==> config.mk <==
export PLATFORM = sky130hd
export DESIGN_NAME = ram_burst_ctrl
export DESIGN_NICKNAME = d
export VERILOG_FILES = /design/src/rtl/ram_burst_pkg.sv /design/src/rtl/ram_burst_rdbuf.sv /design/src/rtl/ram_burst_ctrl.sv
export SDC_FILE = /design/constraint.sdc
export NUM_CORES = 1
export LEC_CHECK = 0
export ABC_AREA = 1
export BUFFER_PORTS_ARGS = -buffer_cell sky130_fd_sc_hd__buf_4
export CAP_MARGIN = 10
export CORE_MARGIN = 10
export CORE_UTILIZATION = 35
export DETAILED_ROUTE_END_ITERATION = 12
export PLACE_DENSITY_LB_ADDON = 0.1
export SYNTH_ARGS = -nofsm -noshare
export SYNTH_HDL_FRONTEND = slang
export SYNTH_HIERARCHICAL = 1
export SYNTH_SLANG_ARGS = --single-unit
==> constraint.sdc <==
create_clock -name clk -period 2.9 [get_ports clk]
set_input_delay 0.58 -clock clk [delete_from_list [all_inputs] [get_ports clk]]
set_output_delay 0.58 -clock clk [all_outputs]
set_load 0.02 [all_outputs]
==> src/rtl/ram_burst_pkg.sv <==
// Shared definitions for the RAM burst controller: state encoding,
// default geometry and the read-buffer depth derivation.
package ram_burst_pkg;

    localparam int AW_DEF     = 16;
    localparam int DW_DEF     = 16;
    localparam int LEN_W_DEF  = 8;
    localparam int RD_LAT_DEF = 1;

    typedef enum logic [1:0] {
        IDLE  = 2'd0,
        WRITE = 2'd1,
        READ  = 2'd2
    } state_t;

    // Read buffer must absorb every address in flight plus one beat of slack
    function automatic int rdbuf_depth(input int rd_lat);
        return rd_lat + 2;
    endfunction

endpackage

==> src/rtl/ram_burst_rdbuf.sv <==
// Read-data buffer for the burst controller: DEPTH x DW synchronous FIFO.
// Push and pop may coincide; occupancy is exported for credit accounting.
module ram_burst_rdbuf #(
    parameter int  DW    = 16,
    parameter int  DEPTH = 3,
    localparam int PW    = (DEPTH > 1) ? $clog2(DEPTH) : 1,
    localparam int CW    = $clog2(DEPTH + 1)
) (
    input  logic          clk,
    input  logic          reset_n,
    input  logic          push,
    input  logic [DW-1:0] push_data,
    input  logic          pop,
    output logic [DW-1:0] head_data,
    output logic [CW-1:0] occupancy,
    output logic          empty
);

    logic [DW-1:0] mem [DEPTH];
    logic [PW-1:0] wptr;
    logic [PW-1:0] rptr;
    logic          full;

    function automatic logic [PW-1:0] ptr_inc(input logic [PW-1:0] p);
        return (p == PW'(DEPTH - 1)) ? '0 : p + PW'(1);
    endfunction

    assign empty     = (occupancy == '0);
    assign full      = (occupancy == CW'(DEPTH));
    assign head_data = mem[rptr];

    // Pointer and occupancy tracking; simultaneous push/pop keeps occupancy
    always_ff @(posedge clk or negedge reset_n) begin
        if (!reset_n) begin
            wptr      <= '0;
            rptr      <= '0;
            occupancy <= '0;
        end else begin
            assert (!(push && !pop && full));
            if (push) wptr <= ptr_inc(wptr);
            if (pop)  rptr <= ptr_inc(rptr);
            case ({push, pop})
                2'b10:   occupancy <= occupancy + CW'(1);
                2'b01:   occupancy <= occupancy - CW'(1);
                default: occupancy <= occupancy;
            endcase
        end
    end

    // Data storage, written at the tail
    always_ff @(posedge clk) begin
        if (push) mem[wptr] <= push_data;
    end

endmodule

==> src/rtl/ram_burst_ctrl.sv <==
// Initiator-side burst controller for a single-port synchronous RAM.
// One read or write burst at a time; reads are credit-limited so the
// read buffer cannot overflow despite RD_LAT cycles of RAM latency.
// Optional: define MEM_SEQ_WRAP_ERR_EN to reject bursts that would wrap
// past the top of the address space (err+done pulse, no RAM access).
module ram_burst_ctrl
    import ram_burst_pkg::*;
#(
    parameter int AW     = AW_DEF,
    parameter int DW     = DW_DEF,
    parameter int LEN_W  = LEN_W_DEF,
    parameter int RD_LAT = RD_LAT_DEF
) (
    input  logic             clk,
    input  logic             reset_n,
    input  logic             cmd_valid,
    output logic             cmd_ready,
    input  logic             cmd_write,
    input  logic [AW-1:0]    cmd_addr,
    input  logic [LEN_W-1:0] cmd_len,
    input  logic             wr_valid,
    output logic             wr_ready,
    input  logic [DW-1:0]    wr_data,
    output logic             rd_valid,
    input  logic             rd_ready,
    output logic [DW-1:0]    rd_data,
    output logic             busy,
    output logic             done,
    output logic             err,
    output logic             ram_we,
    output logic [AW-1:0]    ram_addr,
    output logic [DW-1:0]    ram_din,
    input  logic [DW-1:0]    ram_dout
);

    localparam int DEPTH = rdbuf_depth(RD_LAT);
    localparam int CW    = $clog2(DEPTH + 1);
    localparam int RW    = LEN_W + 1;

    state_t            state;
    logic [AW-1:0]     addr;        // next address to write or issue
    logic [RW-1:0]     left;        // beats still to write / deliver
    logic [RW-1:0]     iss_left;    // read addresses still to issue
    logic              iss_vld_p0;  // ram_addr carries a live read this cycle
    logic [RD_LAT-1:0] cap_vld_sr;  // read data arrival tracking
    logic [CW-1:0]     inflight;
    logic [CW-1:0]     occupancy;
    logic [DW-1:0]     head_data;
    logic              empty;
    logic              push;
    logic              pop;
    logic              issue;
    logic              rd_start;
    logic [CW:0]       credit_use;

`ifdef MEM_SEQ_WRAP_ERR_EN
    logic wrap_bad;
    assign wrap_bad = ({1'b0, cmd_addr} + (AW+1)'(cmd_len)) > {1'b0, {AW{1'b1}}};
`endif

    assign push     = cap_vld_sr[RD_LAT-1];
    assign rd_valid = (state == READ) && !empty;
    assign rd_data  = rd_valid ? head_data : '0;
    assign pop      = rd_valid && rd_ready;

    // Read issue decision: credits cover addresses in flight plus buffered beats
    always_comb begin
        credit_use = {1'b0, inflight} + {1'b0, occupancy} - {{CW{1'b0}}, pop};
        issue      = (state == READ) && (iss_left != '0) && (credit_use < (CW+1)'(DEPTH));
        rd_start   = (state == IDLE) && cmd_valid && !cmd_write;
`ifdef MEM_SEQ_WRAP_ERR_EN
        if (wrap_bad) rd_start = 1'b0;
`endif
    end

`ifndef MEM_SEQ_WRAP_ERR_EN
    assign err = 1'b0;
`endif

    // Burst FSM with registered handshake, status and RAM-side outputs
    always_ff @(posedge clk or negedge reset_n) begin
        if (!reset_n) begin
            state      <= IDLE;
            cmd_ready  <= 1'b1;
            busy       <= 1'b0;
            done       <= 1'b0;
            wr_ready   <= 1'b0;
            ram_we     <= 1'b0;
            ram_addr   <= '0;
            ram_din    <= '0;
            addr       <= '0;
            left       <= '0;
            iss_left   <= '0;
            iss_vld_p0 <= 1'b0;
`ifdef MEM_SEQ_WRAP_ERR_EN
            err        <= 1'b0;
`endif
        end else begin
            done       <= 1'b0;
            ram_we     <= 1'b0;
            iss_vld_p0 <= 1'b0;
`ifdef MEM_SEQ_WRAP_ERR_EN
            err        <= 1'b0;
`endif
            case (state)
                IDLE: begin
                    if (cmd_valid) begin
`ifdef MEM_SEQ_WRAP_ERR_EN
                        if (wrap_bad) begin
                            err  <= 1'b1;
                            done <= 1'b1;
                        end else
`endif
                        begin
                            busy      <= 1'b1;
                            cmd_ready <= 1'b0;
                            left      <= {1'b0, cmd_len} + RW'(1);
                            if (cmd_write) begin
                                state    <= WRITE;
                                wr_ready <= 1'b1;
                                addr     <= cmd_addr;
                            end else begin
                                // first read address goes out right away
                                state      <= READ;
                                ram_addr   <= cmd_addr;
                                iss_vld_p0 <= 1'b1;
                                addr       <= cmd_addr + AW'(1);
                                iss_left   <= {1'b0, cmd_len};
                            end
                        end
                    end
                end
                WRITE: begin
                    if (wr_valid) begin
                        ram_we   <= 1'b1;
                        ram_addr <= addr;
                        ram_din  <= wr_data;
                        addr     <= addr + AW'(1);
                        left     <= left - RW'(1);
                        if (left == RW'(1)) begin
                            state     <= IDLE;
                            wr_ready  <= 1'b0;
                            busy      <= 1'b0;
                            done      <= 1'b1;
                            cmd_ready <= 1'b1;
                        end
                    end
                end
                READ: begin
                    if (issue) begin
                        ram_addr   <= addr;
                        iss_vld_p0 <= 1'b1;
                        addr       <= addr + AW'(1);
                        iss_left   <= iss_left - RW'(1);
                    end
                    if (pop) begin
                        left <= left - RW'(1);
                        if (left == RW'(1)) begin
                            state     <= IDLE;
                            busy      <= 1'b0;
                            done      <= 1'b1;
                            cmd_ready <= 1'b1;
                        end
                    end
                end
                default: state <= IDLE;
            endcase
        end
    end

    // Read data arrival pipeline and in-flight credit counter
    always_ff @(posedge clk or negedge reset_n) begin
        if (!reset_n) begin
            cap_vld_sr <= '0;
            inflight   <= '0;
        end else begin
            cap_vld_sr[0] <= iss_vld_p0;
            for (int i = 1; i < RD_LAT; i++) cap_vld_sr[i] <= cap_vld_sr[i-1];
            case ({issue | rd_start, push})
                2'b10:   inflight <= inflight + CW'(1);
                2'b01:   inflight <= inflight - CW'(1);
                default: inflight <= inflight;
            endcase
        end
    end

    ram_burst_rdbuf #(
        .DW    (DW),
        .DEPTH (DEPTH)
    ) u_rdbuf (
        .clk       (clk),
        .reset_n   (reset_n),
        .push      (push),
        .push_data (ram_dout),
        .pop       (pop),
        .head_data (head_data),
        .occupancy (occupancy),
        .empty     (empty)
    );

endmodule
==> impl_metrics.env <==
export IMPL_status="finished clean"
export IMPL_grt_max_degree=47
export IMPL_cts_buffers_inserted=17
export IMPL_layout_cells_non_filler=1319
export IMPL_hold_viol=0
export IMPL_nets=1113
export IMPL_numClockSinks=131
export IMPL_hpwl_microns=14100
export IMPL_post_dp_cell_area_sq_um=8420
export IMPL_cts_root_buf="clkbuf_16"
export IMPL_power_density_nw_per_um2=1100
export IMPL_grt_pass1_wl_microns=31200
export IMPL_die_h_microns=163
export IMPL_rsz0062_at_grt="false"
export IMPL_grt_pass1_vias=5887
export IMPL_yosys_warnings=6
export IMPL_p_leak_nw=4.43
export IMPL_n_antenna_cell=0
export IMPL_ys_flop_type="dfrtp_1"
export IMPL_grt_antenna_before_repair=0
export IMPL_syn_nets=981
export IMPL_placedCellCount=1283
export IMPL_avgViaCountPerCell=4.65
export IMPL_dr_pass1_iters=4
export IMPL_synth_cell_type_count=44
export IMPL_finalSetupTns_ns=0
export IMPL_htreeDepth=4
export IMPL_vias=6134
export IMPL_clk_pin_slew_ns=0.06
export IMPL_crit_fanout=2
export IMPL_fin_crit_ns=2.71
export IMPL_routed_wl_microns=19200
export IMPL_port_buffer_count=115
export IMPL_synthTopCellsByCount="329 x nand2_1, 88 x inv_1, 82 x dfrtp_1"
export IMPL_period_share=0.935
export IMPL_hold_buffers=0
export IMPL_worstHoldPathType="in2async"
export IMPL_ff2ff_path_depth=17
export IMPL_clockBufferDepth=2
export IMPL_cts_tree="yes"
export IMPL_clock_latency_ns=0.41
export IMPL_place_congestion=0.846
export IMPL_drv_cap=0
export IMPL_place_ws_ns=0.0934
export IMPL_syn_to_final_growth_pct=26.8
export IMPL_yosysTopAreaCell="dfrtp_1"
export IMPL_synth_area_leaders="dfrtp_1 29%, edfxtp_1 20%, nand2_1 17%"
export IMPL_yosysMostFrequentCell="nand2_1"
export IMPL_drc_errors=0
export IMPL_worst_setup_path_start_kind="flop"
export IMPL_worstPathRequired_ns=3.19
export IMPL_drv_slew=0
export IMPL_drt_iter0_drc=352
export IMPL_r2r_start="state[0]"
export IMPL_tightest_slew_ns=0.755
export IMPL_critPathArrivalTime_ns=3.00
export IMPL_globalRouteOverflowTotal=0
export IMPL_wl_per_cell_microns=14.5
export IMPL_core_area_sq_um=20200
export IMPL_final_core_utilization=0.450
export IMPL_finClkSkew_ns=0.00701
export IMPL_synth_avg_cell_area_sq_um=7.94
export IMPL_timing_hold_ws_ns=0.155
export IMPL_dieWidth_microns=163
export IMPL_fmax_mhz=369
export IMPL_worstSetupPathType="reg2reg"
export IMPL_finalWorstSetupSlack_ns=0.187
export IMPL_final_area_sq_um=9100
export IMPL_p_total_mw=10.0
export IMPL_synth_seq_cells=131
export IMPL_initial_utilization=0.355
export IMPL_core_rowCount=52
export IMPL_ys_seq_area_frac=0.490
export IMPL_end_kind="flop"
export IMPL_crit_start="state[0]"
export IMPL_ioPinCount=117
export IMPL_final_antenna_net_count=0
export IMPL_synthCells=904
export IMPL_syn_cell_area_sq_um=7180
export IMPL_track_usage=0.145
export IMPL_setup_viol=0
export IMPL_async_reset_ff_frac=0.634
export IMPL_yosysTopAreaCellShare=0.286
export IMPL_synth_edf_count=48
export IMPL_relSlewSlack=0.496
export IMPL_drive_gt1_frac=0.211
export IMPL_dieArea_sq_um=26600
export IMPL_vdd_drop_max_mv=0.489
-- metal layers --
metal	global-route usage	up-vias	share of wire
li1	-	3191	-
met1	0.187	2829	0.46
met5	0	-	0
met3	0.0362	12	0.041
met4	0.0295	0	0.0080
met2	0.242	102	0.50
-- cells by family after synthesis --
family                   count (synthesis)  share of synthesized area
AND/OR/NAND/NOR                        536                      0.328
other                                    1                   0.000522
adder cells (fa/ha/maj)                 15                     0.0272
multiplexers                             1                    0.00139
buffers and inverters                  121                     0.0723
XOR/XNOR                                12                     0.0146
flip-flops                             131                      0.490
AO/OA/AOI/OAI                           87                     0.0655
-- worst max-delay path, stage by stage (launching register included) --
cell     delay, ns
dfrtp_1       0.39
inv_2         0.08
ha_4          0.16
nand2_8       0.05
nor2_4        0.11
xor2_2        0.14
ha_2          0.17
inv_1         0.04
fa_1          0.49
o21ai_2       0.07
nor2_2        0.15
nand2_4       0.06
o21ai_2       0.07
inv_2         0.06
ha_4          0.21
a21oi_1       0.10
o21ai_1       0.08
xor2_1        0.14
-- cells in the final DEF (no fill, tap or decap), drive strengths merged, types with 14 or more instances in the layout --
master and instances:
nand2 347, buf 139, inv 103, dfrtp 82, nand3 77, nor2 75, o21ai 67, edfxtp 48
nand4 26, clkbuf 17, a21oi 14, ha 14
-- path summary, 6_finish.rpt --
check	endpoint	slack, ns
setup / recovery	inflight[1]	0.19
max in group asynchronous	cmd_ready	2.05
hold / removal	left[2]	0.16
hold reg to reg	cap_vld_sr	0.35
min in group clk	cap_vld_sr	0.35
setup reg to reg	inflight[1]	0.19
-- report_power, final --
part / internal [mW] / leakage, nW / switching, mW
Sequential: 2.56 / 1.46 / 0.495
Clock: 1.40 / 0.310 / 0.917
Combinational: 1.70 / 2.66 / 2.94
Total: 5.66 / 4.43 / 4.35
-- what timing repair did --
item	in CTS	in global routing
endpoints found under the setup margin	0	39
setup buffers	0	4
resized for setup	0	4
-- cell type report --
class                   instances  area [sq um]
fillers                      2025         11100
flip-flops and latches        131          3520
multi-input cells             652          3190
repair buffers                139          1060
clock buffers                  17           425
inverters                      95           357
well taps                     270           338
clock inverters                15           211
-- sequential cells by signal, summed over array words and instances, names as in the netlist, 2 cells and up --
name               cells
u_rdbuf/rptr           2
u_rdbuf/wptr           2
state                  2
inflight               2
ram_din               16
left                   9
iss_left               9
u_rdbuf/mem           48
addr                  16
ram_addr              16
u_rdbuf/occupancy      2
Power figures use the tool's default switching activity.
